==> src/rtl/cpu_isa_pkg.sv <==
// ============================================================================
// Module   : cpu_isa_pkg
// Brief    : ISA opcode/funct encodings and fetch-stage state type, shared by
//            the fetch unit and the control unit.
// Revision : 1.0 - initial release
// ============================================================================
`default_nettype none

package cpu_isa_pkg;

    localparam logic [5:0] OP_RTYPE = 6'b000000;
    localparam logic [5:0] OP_LW    = 6'b100011;
    localparam logic [5:0] OP_SW    = 6'b101011;
    localparam logic [5:0] OP_BEQ   = 6'b000100;
    localparam logic [5:0] OP_ADDI  = 6'b001000;

    localparam logic [5:0] FN_ADD = 6'b100000;
    localparam logic [5:0] FN_SUB = 6'b100010;
    localparam logic [5:0] FN_AND = 6'b100100;
    localparam logic [5:0] FN_OR  = 6'b100101;
    localparam logic [5:0] FN_XOR = 6'b100110;
    localparam logic [5:0] FN_NOR = 6'b100111;

    typedef enum logic [1:0] {
        IDLE  = 2'd0,
        FETCH = 2'd1,
        FLUSH = 2'd2
    } fetch_state_t;

    // Flags any encoding the core does not implement.
    function automatic logic is_illegal(input logic [31:0] instr);
        logic r_type_ok;
        r_type_ok = (instr[5:0] == FN_ADD) || (instr[5:0] == FN_SUB) ||
                    (instr[5:0] == FN_AND) || (instr[5:0] == FN_OR)  ||
                    (instr[5:0] == FN_XOR) || (instr[5:0] == FN_NOR);
        case (instr[31:26])
            OP_RTYPE: return !r_type_ok;
            OP_LW, OP_SW, OP_BEQ, OP_ADDI: return 1'b0;
            default:  return 1'b1;
        endcase
    endfunction

endpackage

`default_nettype wire

==> src/rtl/ifu_fifo.sv <==
// ============================================================================
// Module   : ifu_fifo
// Brief    : Synchronous in-order FIFO with flush; output reads zero when empty.
// Revision : 1.0 - initial release
// ============================================================================
`default_nettype none

module ifu_fifo #(
    parameter int WIDTH = 64,
    parameter int DEPTH = 2
) (
    input  logic                   clk,
    input  logic                   rst_n,
    input  logic                   flush,
    input  logic                   push,
    input  logic [WIDTH-1:0]       push_data,
    input  logic                   pop,
    output logic [WIDTH-1:0]       pop_data,
    output logic                   empty,
    output logic [$clog2(DEPTH):0] count
);

    localparam int              PTR_W     = $clog2(DEPTH);
    localparam logic [PTR_W:0]  c_depth   = (PTR_W+1)'(DEPTH);
    localparam logic [PTR_W:0]  c_cnt_one = (PTR_W+1)'(1);
    localparam logic [PTR_W-1:0] c_ptr_one = PTR_W'(1);

    logic [WIDTH-1:0] r_mem [DEPTH];
    logic [PTR_W-1:0] r_wr_ptr;
    logic [PTR_W-1:0] r_rd_ptr;
    logic [PTR_W:0]   r_count;
    logic             w_full;
    logic             w_push_ok;
    logic             w_pop_ok;

    assign empty     = (r_count == '0);
    assign w_full    = (r_count == c_depth);
    assign w_pop_ok  = pop && !empty;
    // A full FIFO that pops this cycle still has room for the push.
    assign w_push_ok = push && (!w_full || w_pop_ok);
    assign count     = r_count;
    assign pop_data  = empty ? '0 : r_mem[r_rd_ptr];

    always_ff @(posedge clk) begin
        if (w_push_ok && !flush) begin
            r_mem[r_wr_ptr] <= push_data;
        end
    end

    always_ff @(posedge clk or negedge rst_n) begin
        if (!rst_n) begin
            r_wr_ptr <= '0;
            r_rd_ptr <= '0;
            r_count  <= '0;
        end else if (flush) begin
            r_wr_ptr <= '0;
            r_rd_ptr <= '0;
            r_count  <= '0;
        end else begin
            if (w_push_ok) r_wr_ptr <= r_wr_ptr + c_ptr_one;
            if (w_pop_ok)  r_rd_ptr <= r_rd_ptr + c_ptr_one;
            case ({w_push_ok, w_pop_ok})
                2'b10:   r_count <= r_count + c_cnt_one;
                2'b01:   r_count <= r_count - c_cnt_one;
                default: r_count <= r_count;
            endcase
        end
    end

endmodule

`default_nettype wire

==> src/rtl/instruction_fetch_unit.sv <==
// ============================================================================
// Module   : instruction_fetch_unit
// Brief    : PC owner, credit-limited imem requester and instruction buffer
//            feeding decode; optional IFU_ILLEGAL_OPCODE_CHECK_EN adds if_illegal.
// Revision : 1.0 - initial release
// ============================================================================
`default_nettype none

module instruction_fetch_unit
    import cpu_isa_pkg::*;
#(
    parameter int                ADDR_W     = 32,
    parameter int                DATA_W     = 32,
    parameter int                FIFO_DEPTH = 2,
    parameter logic [ADDR_W-1:0] RESET_PC   = '0
) (
    input  logic              clk,
    input  logic              rst_n,
    input  logic              fetch_en,
    output logic              imem_req,
    output logic [ADDR_W-1:0] imem_addr,
    input  logic              imem_gnt,
    input  logic              imem_rvalid,
    input  logic [DATA_W-1:0] imem_rdata,
    input  logic              redirect_valid,
    input  logic [ADDR_W-1:0] redirect_pc,
    output logic              if_valid,
    input  logic              if_ready,
    output logic [DATA_W-1:0] if_instr,
    output logic [ADDR_W-1:0] if_pc,
    output logic [5:0]        if_opcode,
    output logic [5:0]        if_funct
`ifdef IFU_ILLEGAL_OPCODE_CHECK_EN
    ,
    output logic              if_illegal
`endif
);

    localparam int PTR_W = $clog2(FIFO_DEPTH);
    localparam int CNT_W = PTR_W + 1;
`ifdef IFU_ILLEGAL_OPCODE_CHECK_EN
    localparam int FIFO_W = DATA_W + ADDR_W + 1;
`else
    localparam int FIFO_W = DATA_W + ADDR_W;
`endif
    localparam logic [CNT_W:0]    c_depth   = (CNT_W+1)'(FIFO_DEPTH);
    localparam logic [CNT_W-1:0]  c_cnt_one = CNT_W'(1);
    localparam logic [PTR_W-1:0]  c_ptr_one = PTR_W'(1);
    localparam logic [ADDR_W-1:0] c_pc_step = ADDR_W'(4);

    fetch_state_t      r_state;
    fetch_state_t      w_state_nxt;
    logic [ADDR_W-1:0] r_pc;
    logic [CNT_W-1:0]  r_outstanding;
    logic [CNT_W-1:0]  w_out_after;
    logic [ADDR_W-1:0] r_pcq [FIFO_DEPTH];
    logic [PTR_W-1:0]  r_pcq_wr;
    logic [PTR_W-1:0]  r_pcq_rd;
    logic [CNT_W-1:0]  w_fifo_count;
    logic              w_fifo_empty;
    logic [CNT_W:0]    w_credit_used;
    logic              w_grant;
    logic              w_push;
    logic              w_pop;
    logic [FIFO_W-1:0] w_push_data;
    logic [FIFO_W-1:0] w_pop_data;
    logic [1:0]        w_unused_redirect_lsb;

    assign w_unused_redirect_lsb = redirect_pc[1:0];

    // Buffered words plus in-flight requests may never exceed the FIFO depth.
    assign w_credit_used = {1'b0, w_fifo_count} + {1'b0, r_outstanding};
    assign imem_req  = (r_state == FETCH) && fetch_en && !redirect_valid &&
                       (w_credit_used < c_depth);
    assign imem_addr = r_pc;
    assign w_grant   = imem_req && imem_gnt;
    assign w_out_after = r_outstanding - (imem_rvalid ? c_cnt_one : '0);

    assign w_push = imem_rvalid && (r_state != FLUSH) && !redirect_valid;
    assign w_pop  = if_valid && if_ready;

`ifdef IFU_ILLEGAL_OPCODE_CHECK_EN
    assign w_push_data = {is_illegal(imem_rdata[31:0]), r_pcq[r_pcq_rd], imem_rdata};
    assign {if_illegal, if_pc, if_instr} = w_pop_data;
`else
    assign w_push_data = {r_pcq[r_pcq_rd], imem_rdata};
    assign {if_pc, if_instr} = w_pop_data;
`endif

    assign if_valid  = !w_fifo_empty;
    assign if_opcode = if_instr[31:26];
    assign if_funct  = if_instr[5:0];

    always_comb begin
        w_state_nxt = r_state;
        case (r_state)
            IDLE: begin
                if (fetch_en) w_state_nxt = FETCH;
            end
            FETCH: begin
                if (redirect_valid) begin
                    w_state_nxt = (w_out_after != '0) ? FLUSH : FETCH;
                end else if (!fetch_en && (r_outstanding == '0)) begin
                    w_state_nxt = IDLE;
                end
            end
            FLUSH: begin
                if (imem_rvalid && (r_outstanding == c_cnt_one)) begin
                    w_state_nxt = fetch_en ? FETCH : IDLE;
                end
            end
            default: w_state_nxt = IDLE;
        endcase
    end

    always_ff @(posedge clk or negedge rst_n) begin
        if (!rst_n) begin
            r_state       <= IDLE;
            r_pc          <= RESET_PC;
            r_outstanding <= '0;
            r_pcq_wr      <= '0;
            r_pcq_rd      <= '0;
        end else begin
            r_state <= w_state_nxt;
            if (redirect_valid) begin
                r_pc <= {redirect_pc[ADDR_W-1:2], 2'b00};
            end else if (w_grant) begin
                r_pc <= r_pc + c_pc_step;
            end
            case ({w_grant, imem_rvalid})
                2'b10:   r_outstanding <= r_outstanding + c_cnt_one;
                2'b01:   r_outstanding <= r_outstanding - c_cnt_one;
                default: r_outstanding <= r_outstanding;
            endcase
            // Discarded responses still retire their PC-queue slot.
            if (w_grant)     r_pcq_wr <= r_pcq_wr + c_ptr_one;
            if (imem_rvalid) r_pcq_rd <= r_pcq_rd + c_ptr_one;
        end
    end

    always_ff @(posedge clk) begin
        if (w_grant) begin
            r_pcq[r_pcq_wr] <= r_pc;
        end
    end

    ifu_fifo #(
        .WIDTH (FIFO_W),
        .DEPTH (FIFO_DEPTH)
    ) u_fifo (
        .clk       (clk),
        .rst_n     (rst_n),
        .flush     (redirect_valid),
        .push      (w_push),
        .push_data (w_push_data),
        .pop       (w_pop),
        .pop_data  (w_pop_data),
        .empty     (w_fifo_empty),
        .count     (w_fifo_count)
    );

endmodule

`default_nettype wire

==> config.mk <==
export PLATFORM = sky130hd
export DESIGN_NAME = instruction_fetch_unit
export DESIGN_NICKNAME = d
export VERILOG_FILES = /design/src/rtl/cpu_isa_pkg.sv /design/src/rtl/ifu_fifo.sv /design/src/rtl/instruction_fetch_unit.sv
export SDC_FILE = /design/constraint.sdc
export NUM_CORES = 1
export LEC_CHECK = 0
export BUFFER_PORTS_ARGS = -buffer_cell sky130_fd_sc_hd__buf_4
export CAP_MARGIN = 20
export CORE_MARGIN = 2
export CORE_UTILIZATION = 49
export DETAILED_ROUTE_END_ITERATION = 16
export PLACE_DENSITY = 0.83
export SLEW_MARGIN = 30
export SYNTH_ARGS = -nofsm -noshare
export SYNTH_HDL_FRONTEND = slang
export SYNTH_SLANG_ARGS = --single-unit
==> constraint.sdc <==
create_clock -name clk -period 11.65 [get_ports clk]
set_clock_uncertainty 0.2 [all_clocks]
set_input_delay 2.33 -clock clk [delete_from_list [all_inputs] [get_ports clk]]
set_output_delay 2.33 -clock clk [all_outputs]
set_load 0.01 [all_outputs]
==> results of run 1 <==
[metal layers]
metal  GRT usage  vias up  share of wire
met1       0.248     2940           0.39
met5           0        -              0
met4      0.0766        0          0.033
met2       0.340      276           0.49
li1            -     2809              -
met3      0.0379       50          0.079
[worst max-delay path by stage]
| stage | slack (ns) | endpoint | from | cells after the start |
|---|---|---|---|---|
| after floorplan | 3.45 | u_fifo.r_mem[1][0] | redirect_valid | 4 |
| after global placement | 5.46 | imem_req | redirect_valid | 4 |
| after detailed placement | 5.49 | imem_req | redirect_valid | 4 |
| after CTS | 5.48 | imem_req | redirect_valid | 4 |
| after global routing | 5.41 | imem_req | redirect_valid | 4 |
| final | 5.49 | imem_req | redirect_valid | 4 |
[cell type report]
class / count / area, um2
Tap cell: 260 / 325
Sequential cell: 224 / 6530
Timing Repair Buffer: 181 / 1380
Clock inverter: 15 / 126
Multi-Input combinational cell: 375 / 2700
Inverter: 8 / 30.0
Fill cell: 1391 / 7140
Clock buffer: 27 / 601
[state kept, by name, indices dropped and copies added, names as in the netlist]
signal           flops
u_fifo.count         2
u_fifo.r_rd_ptr      1
r_pcq               60
r_state              2
imem_addr           30
u_fifo.r_wr_ptr      1
u_fifo.r_mem       124
r_outstanding        2
r_pcq_rd             1
r_pcq_wr             1
[worst register-to-register path, delay by kind of cell, from the launching register on]
family | cells | cell delay [ns]
and+or+nand+nor | 4 | 1.60
DFF | 1 | 0.44
adders and majority gates | 1 | 0.48
buffers and inverters | 2 | 0.80
[logic make-up after synthesis]
group / Yosys count / synth area share
AOI/OAI and AO/OA: 67 / 0.0542
xor gates and xnor gates: 8 / 0.00739
adders and majority gates: 5 / 0.00739
buffers and inverters: 56 / 0.0303
DFF: 224 / 0.688
muxes: 94 / 0.103
other: 1 / 0.000395
and+or+nand+nor: 197 / 0.109
[cell usage in the layout, fill, tap and decap left out, types with 9 or more instances in the layout]
master / netlist / layout
buf_4: 16 / 180
clkbuf_16: 0 / 23
dfrtp_1: 40 / 39
edfxtp_1: 184 / 184
mux2_2: 30 / 30
mux2i_1: 63 / 63
nand2_1: 30 / 30
nand3_1: 21 / 21
nand4_1: 13 / 13
nor2_1: 69 / 67
o21ai_0: 9 / 9
o311ai_0: 12 / 12
[power groups by stage]
stage	logic, mW	clock network, mW	registers [mW]
6_report	0.396	0.701	1.04
5_1_grt	0.431	0.746	1.05
4_1_cts	0.400	0.714	1.04
3_5_place_dp	0.397	0	1.05
3_3_place_gp	0.377	0	1.06
2_1_floorplan	0.254	0	1.03
==> flow_metrics.tcl, run 1 <==
set metrics [dict create \
    grt_pass1_wl_mm 31.5 \
    p_clk_frac 0.328 \
    ioPinCount 181 \
    cp_max_fo 44 \
    yosysSeqAreaShare 0.688 \
    whs_path_depth 1 \
    p_int_mw 1.57 \
    async_reset_ff_frac 0.179 \
    syn-instance-count 652 \
    syn_area_mm2 0.00948 \
    path_cells "buf_4 -> or3b_4 -> nor4b_1 -> buf_4" \
    crit_top_cell "buf_4" \
    synth_commonest_cells "edfxtp_1 (184), nor2_1 (69), mux2i_1 (63)" \
    irDropWorstVdd_mv 0.112 \
    fp.dieW_um 143 \
    antenna_left 0 \
    final_core_util 0.621 \
    hp-start "r_pcq_wr" \
    worstPathRequired_ns 9.12 \
    clock.fmax_mhz 162 \
    die_h_um 143 \
    worstReg2RegEnd "r_pcq[0][6]" \
    arrival_ns 3.63 \
    finalWorstSetupSlack_ns 5.49 \
    cts_max_level 1 \
    power.total_mw 2.13 \
    yosys_warnings 0 \
    holdBufCountCts 0 \
    worst-slew-pin-transition_ns 0.938 \
    rsz0062_at_grt "false" \
    pwr-share-comb 0.186 \
    core-area_mm2 0.0188 \
    layout-drive-gt1-share 0.317 \
    ys.flop_type "edfxtp_1" \
    netlist.area_leader.share 0.583 \
    critical_path.top_delay_family "simple AND/OR/NAND/NOR gates" \
    relSlewSlack 0.374 \
    hp-class "reg2reg" \
    instances_no_fill 1090 \
    setup-tns-final_ns 0 \
    yosysUniqueCellTypes 65 \
    routabilityCongestion 0.933 \
    place_hpwl_mm 13.4 \
    cts_buffers 23 \
    syn_area_per_cell_um2 14.5 \
    hold_end "r_pcq_wr" \
    crit_buf_inv 2 \
    cts.repair.resized 0 \
    grt_use_total 0.198 \
    synth_edf_count 184 \
    end_kind "output pin" \
    clk_pin_slew_ns 0.06 \
    cp-start-kind "input port" \
    p_leak_nw 4.33 \
    cap_violations 0 \
    worst-r2r-setup-slack_ns 7.77 \
    yosysTopAreaCell "edfxtp_1" \
    grt_pass1_vias 5958 \
    criticalPathCategory "in2out" \
    max_stage_delay_ns 0.54 \
    switchingPower_mw 0.568 \
    vias 6075 \
    n_antenna_cell 0 \
    crit_slowest_cell "or3b_4" \
    period_needed_ns 6.16 \
    switching_share 0.266 \
    pwr_density_cell_mw_per_mm2 183 \
    grt_overflow 0 \
    routedWlPerCell_um 19.0 \
    slew_viol_final 0 \
    first_iter_violations 513 \
    worstReg2RegStart "r_outstanding[0]" \
    insertion_delay_ns 0.50 \
    fin_area_mm2 0.0117 \
    dpl_worst_slack_ns 5.49 \
    outcome "completed" \
    reg2reg_depth 7 \
    holdWs_ns 0.325 \
    drt_pass1_iterations 5 \
    synth_most_common_cell "edfxtp_1" \
    cts_tree "built" \
    hold_viol 0 \
    cts_buffer_depth 3 \
    route.detailed.drc 0 \
    post_cts_buffers 0 \
    nNetsFinal 889 \
    die_area_mm2 0.0205 \
    dp.cells 1048 \
    start_util 0.504 \
    portBuffers 174 \
    power_frac_seq 0.486 \
    grt_antenna_before_repair 0 \
    yosys-top-cells-area "edfxtp_1 (58%), dfrtp_1 (11%), mux2i_1 (6.6%)" \
    cts.sinks 224 \
    placed_area_mm2 0.0110 \
    yosys_register_bits 224 \
    syn2layout_area_growth_pct 23.3 \
    finalSetupViolCount 0 \
    row_count 50 \
    vias_per_cell 5.57 \
    grt_max_degree 63 \
    finalCritPeriodShare 0.529 \
    cts-root-buf "clkbuf_16" \
    wl_mm 20.8 \
]
Power figures use the tool's default switching activity.
==> run 2, diff against run 1 <==
==> constraint.sdc (replaced) <==
create_clock -name clk -period 6.3 [get_ports clk]
set_clock_uncertainty 0.2 [all_clocks]
set_input_delay 1.26 -clock clk [delete_from_list [all_inputs] [get_ports clk]]
set_output_delay 1.26 -clock clk [all_outputs]
set_load 0.01 [all_outputs]
==> run 2 against run 1 <==
  * First-iteration DRC count is 4.1% higher
  * Non-clock buffer count increased by 2
  * Sequential share of layout area about the same
  * Via count rose by 0.20%
  * Cell area barely moved
  * Register-to-register slack got worse by 5.6 ns
  * Global-route usage shrank 0.32 points
  * Core utilization shrank 0.053 points
  * Count of clock-buffer cells in the layout up 3
  * Critical path type is now reg2reg
  * Critical endpoint is now r_pcq[0][5]
==> flow_metrics.tcl, run 2 (synthesis gave the netlist of run 1 again) <==
set metrics [dict create \
    outcome "completed" \
    cp-endpoint "r_pcq[0][5]" \
    grt_max_degree 63 \
    die_area_mm2 0.0205 \
    setup-tns-final_ns 0 \
    rsz0062_at_grt "false" \
    crit_top_cell "nor2_2" \
    grt_pass1_vias 5790 \
    grt_antenna_before_repair 0 \
    slew_viol_final 0 \
    place_hpwl_mm 13.1 \
    largest_reg_flops 124 \
    holdBufCountCts 0 \
    arrival_ns 4.07 \
    grt_overflow 0 \
    cts.repair.resized 0 \
    vias_per_cell 5.58 \
    worstReg2RegEnd "r_pcq[0][5]" \
    n_antenna_cell 0 \
    portBuffers 174 \
    grt_pass1_wl_mm 31.0 \
    hold_viol 0 \
    layout-drive-gt1-share 0.313 \
    grt_use_total 0.195 \
    final_cell_mix "edfxtp_1 (184), buf_4 (181), nor2_1 (67)" \
    core-area_mm2 0.0188 \
    route.detailed.drc 0 \
    vias 6087 \
    crit_slowest_cell "nor2_2" \
    clk_pin_slew_ns 0.06 \
    pwr_density_cell_mw_per_mm2 333 \
    cts_tree "built" \
    cts_buffers 23 \
    relSlewSlack 0.312 \
    nNetsFinal 891 \
    insertion_delay_ns 0.50 \
    worstReg2RegStart "u_fifo.count[0]" \
    worstPathRequired_ns 6.26 \
    mostFrequentLayoutCell "edfxtp_1" \
    worst-r2r-setup-slack_ns 2.19 \
    hp-class "reg2reg" \
    die_h_um 143 \
    irDropWorstVdd_mv 0.174 \
    cap_violations 0 \
    cp-start-kind "flop" \
    crit_start "u_fifo.count[0]" \
    max_stage_delay_ns 0.66 \
    finalCritPeriodShare 0.653 \
    reg2reg_depth 7 \
    fp.dieW_um 143 \
    start_util 0.504 \
    cts.sinks 224 \
    power.total_mw 3.89 \
    criticalPathCategory "reg2reg" \
    routedWlPerCell_um 18.8 \
    finalSetupViolCount 0 \
    wl_mm 20.5 \
    largest-register "u_fifo.r_mem" \
    cts_buffer_depth 3 \
    end_kind "flop" \
    cts-root-buf "clkbuf_16" \
    drt_pass1_iterations 5 \
    holdWs_ns 0.271 \
    period_needed_ns 4.11 \
    routabilityCongestion 0.885 \
    syn2layout_area_growth_pct 23.2 \
    row_count 50 \
    ioPinCount 181 \
    antenna_left 0 \
    clock.fmax_mhz 243 \
    p_leak_nw 4.32 \
    first_iter_violations 534 \
    post_cts_buffers 0 \
    cts_max_level 1 \
    cp_max_fo 27 \
    path_cells "and2_1 -> fa_1 -> nand4bb_1 -> nor2_2 -> inv_2 -> nor2_2 -> buf_4" \
    worst-slew-pin-transition_ns 1.03 \
]
==> run 2: layout make-up <==
| type | instances | area [um2] |
|---|---|---|
| Fill cell | 1383 | 7150 |
| Clock buffer | 30 | 612 |
| Sequential cell | 224 | 6530 |
| Multi-Input combinational cell | 375 | 2710 |
| Clock inverter | 10 | 72.6 |
| Inverter | 8 | 30.0 |
| Tap cell | 260 | 325 |
| Timing Repair Buffer | 183 | 1400 |
==> run 2: worst max-delay path: cells and delay by family, from the launching register on <==
family                   cells  cell delay [ns]
AND/OR/NAND/NOR              4             1.83
adder cells (fa/ha/maj)      1             0.47
flip-flops                   1             0.46
buffers and inverters        2             0.79
==> run 2: report_power, final <==
group | switching [mW] | internal (mW) | leakage [nW]
Sequential | 0.111 | 1.79 | 2.17
Combinational | 0.403 | 0.352 | 1.82
Clock | 0.517 | 0.721 | 0.334
==> run 2: how the worst min path moves through the flow <==
| stage | start | end | slack (ns) | cells after the start |
|---|---|---|---|---|
| 2_1_floorplan | r_pcq_wr | r_pcq_wr | 0.26 | 1 |
| 3_3_place_gp | r_pcq_rd | r_pcq_rd | 0.26 | 1 |
| 3_5_place_dp | r_pcq_rd | r_pcq_rd | 0.26 | 1 |
| 4_1_cts | r_pcq_rd | r_pcq_rd | 0.27 | 1 |
| 5_1_grt | r_pcq_rd | r_pcq_rd | 0.31 | 1 |
| 6_report | r_pcq_rd | r_pcq_rd | 0.27 | 1 |
==> run 2: per-layer routing <==
layer,vias up,part of all wire,GRT usage
met5,-,0,0
li1,2805,-,-
met4,0,0.027,0.0688
met2,279,0.49,0.326
met1,2962,0.40,0.262
met3,41,0.081,0.0268
==> run 2: per-stage QoR <==
stage | cell area, um2 | cells | util | setup WS (ns)
finish | 11700 | 1090 | 0.620 | 2.19
global route | 11700 | 1090 | 0.620 | 1.96
CTS | 11700 | 1090 | 0.620 | 2.21
detailed placement | 11000 | 1050 | 0.584 | 1.98
global placement | 11000 | 1048 | 0.582 | 2.07
floorplan | 9500 | 655 | - | 1.28
==> run 3, diff against run 2 <==
--- a/config.mk
+++ b/config.mk
@@ -10,7 +10,7 @@
 export CORE_MARGIN = 2
 export CORE_UTILIZATION = 49
 export DETAILED_ROUTE_END_ITERATION = 16
-export PLACE_DENSITY = 0.83
+export PLACE_DENSITY = 0.86
 export SLEW_MARGIN = 30
 export SYNTH_ARGS = -nofsm -noshare
 export SYNTH_HDL_FRONTEND = slang
==> constraint.sdc (replaced) <==
create_clock -name clk -period 3.6 [get_ports clk]
set_clock_uncertainty 0.2 [all_clocks]
set_input_delay 0.72 -clock clk [delete_from_list [all_inputs] [get_ports clk]]
set_output_delay 0.72 -clock clk [all_outputs]
set_load 0.01 [all_outputs]
==> run 3 against run 2 <==
  * The flow now finishes with violations (hold timing)
  * Routed wire length is 2.0% higher
  * Sequential power up 75%
  * First-iteration DRC count increased by 16%
  * Final cell count increased by 0.37%
  * Worst hold slack worse by 0.28 ns
  * Flip-flop and latch count unchanged
  * Register-to-register slack worse by 1.5 ns
  * Clock power up 92%
  * Power increased by 81%
  * Critical path depth is 3 lower
  * Sequential share of layout area fell by 0.51 points
  * Die area is the same
  * Highest routed layer unchanged
==> flow_metrics.tcl, run 3 (synthesis gave the netlist of run 1 again) <==
set metrics [dict create \
    largest-register "u_fifo.r_mem" \
    cts-root-buf "clkbuf_16" \
    finalCritPeriodShare 0.865 \
    crit_buf_inv 1 \
    finalWorstSetupSlack_ns 0.486 \
    cp_max_fo 6 \
    grt_use_total 0.201 \
    placed_area_mm2 0.0110 \
    holdBufCountCts 0 \
    first_iter_violations 620 \
    grt_overflow 0 \
    max_stage_delay_ns 0.47 \
    cap_violations 0 \
    largest_reg_flops 124 \
    dpl_worst_slack_ns 0.757 \
    row_count 50 \
    period_needed_ns 3.11 \
    insertion_delay_ns 0.50 \
    wl_mm 20.9 \
    ioPinCount 181 \
    cts_buffer_depth 3 \
    vias_per_cell 5.64 \
    cp-start-kind "flop" \
    dp.cells 1053 \
    portBuffers 174 \
    start_util 0.504 \
    clk_pin_slew_ns 0.06 \
    grt_max_degree 63 \
    power.total_mw 7.03 \
    reg2reg_depth 6 \
    cts_buffers 23 \
    place_hpwl_mm 13.6 \
    setup-tns-final_ns 0 \
    final_core_util 0.626 \
    worstPathRequired_ns 2.68 \
    path_cells "and2_1 -> fa_1 -> nor4b_1 -> buf_4" \
    relSlewSlack 0.363 \
    critical_path.top_delay_family "simple AND/OR/NAND/NOR gates" \
    finalSetupViolCount 0 \
    core-area_mm2 0.0188 \
    holdWs_ns -0.00632 \
    grt_pass1_wl_mm 32.1 \
    hp-class "in2async" \
    grt_antenna_before_repair 0 \
    die_h_um 143 \
    route.detailed.drc 0 \
    antenna_left 0 \
    cts_max_level 1 \
    worst-slew-pin-transition_ns 0.941 \
    hold_viol 2 \
    mostFrequentLayoutCell "edfxtp_1" \
    pwr_density_cell_mw_per_mm2 597 \
    routabilityCongestion 0.906 \
    criticalPathCategory "reg2out" \
    clock.fmax_mhz 321 \
    syn2layout_area_growth_pct 24.3 \
    end_kind "output pin" \
    arrival_ns 2.19 \
    vias 6175 \
    cts.sinks 224 \
    fin_area_mm2 0.0118 \
    rsz0062_at_grt "false" \
    p_leak_nw 4.37 \
    crit_slowest_cell "fa_1" \
    slew_viol_final 0 \
    die_area_mm2 0.0205 \
    fp.dieW_um 143 \
    final_cell_mix "edfxtp_1 (184), buf_4 (183), nor2_1 (67)" \
    fill_cells 1364 \
    cts_tree "built" \
    violations "hold timing" \
    irDropWorstVdd_mv 0.358 \
    grt_pass1_vias 6152 \
    layout-drive-gt1-share 0.318 \
    instances_no_fill 1094 \
    outcome "complete, but fails checks" \
    drt_pass1_iterations 6 \
    n_antenna_cell 0 \
    timing.critical_path.depth 4 \
    cts.repair.resized 0 \
    routedWlPerCell_um 19.1 \
    post_cts_buffers 0 \
    nNetsFinal 894 \
]
run 3: routing by layer:
metal | GRT usage | wire [um] | up-vias
li1 | - | - | 2814
met1 | 0.256 | 8290 | 3012
met2 | 0.346 | 10200 | 302
met3 | 0.0376 | 1850 | 47
met4 | 0.0667 | 496 | 0
met5 | 0 | 0 | -
run 3: cell type report:
class | count | area [um2] | share of cell area
clock buffer | 28 | 594 | 0.0504
clock inverter | 13 | 163 | 0.0138
inverter | 8 | 30.0 | 0.00255
multi-input combinational | 375 | 2710 | 0.230
sequential | 224 | 6530 | 0.554
tap | 260 | 325 | 0.0276
timing repair buffer | 186 | 1430 | 0.122
run 3: final timing paths:
path,startpoint,endpoint,slack (ns)
max,u_fifo.count[0],imem_req,0.49
min,rst_n,r_outstanding[0],-0.006
max reg2reg,u_fifo.count[0],imem_addr[25],0.68
min reg2reg,r_pcq_rd,r_pcq_rd,0.28
max in group asynchronous,rst_n,u_fifo.r_rd_ptr,2.79
min in group clk,imem_rdata[2],u_fifo.r_mem[0][2],0.21
run 3: power breakdown:
part | switching, mW | internal [mW] | total (mW)
clock network | 0.919 | 1.46 | 2.38
logic | 0.717 | 0.622 | 1.34
registers | 0.192 | 3.13 | 3.32
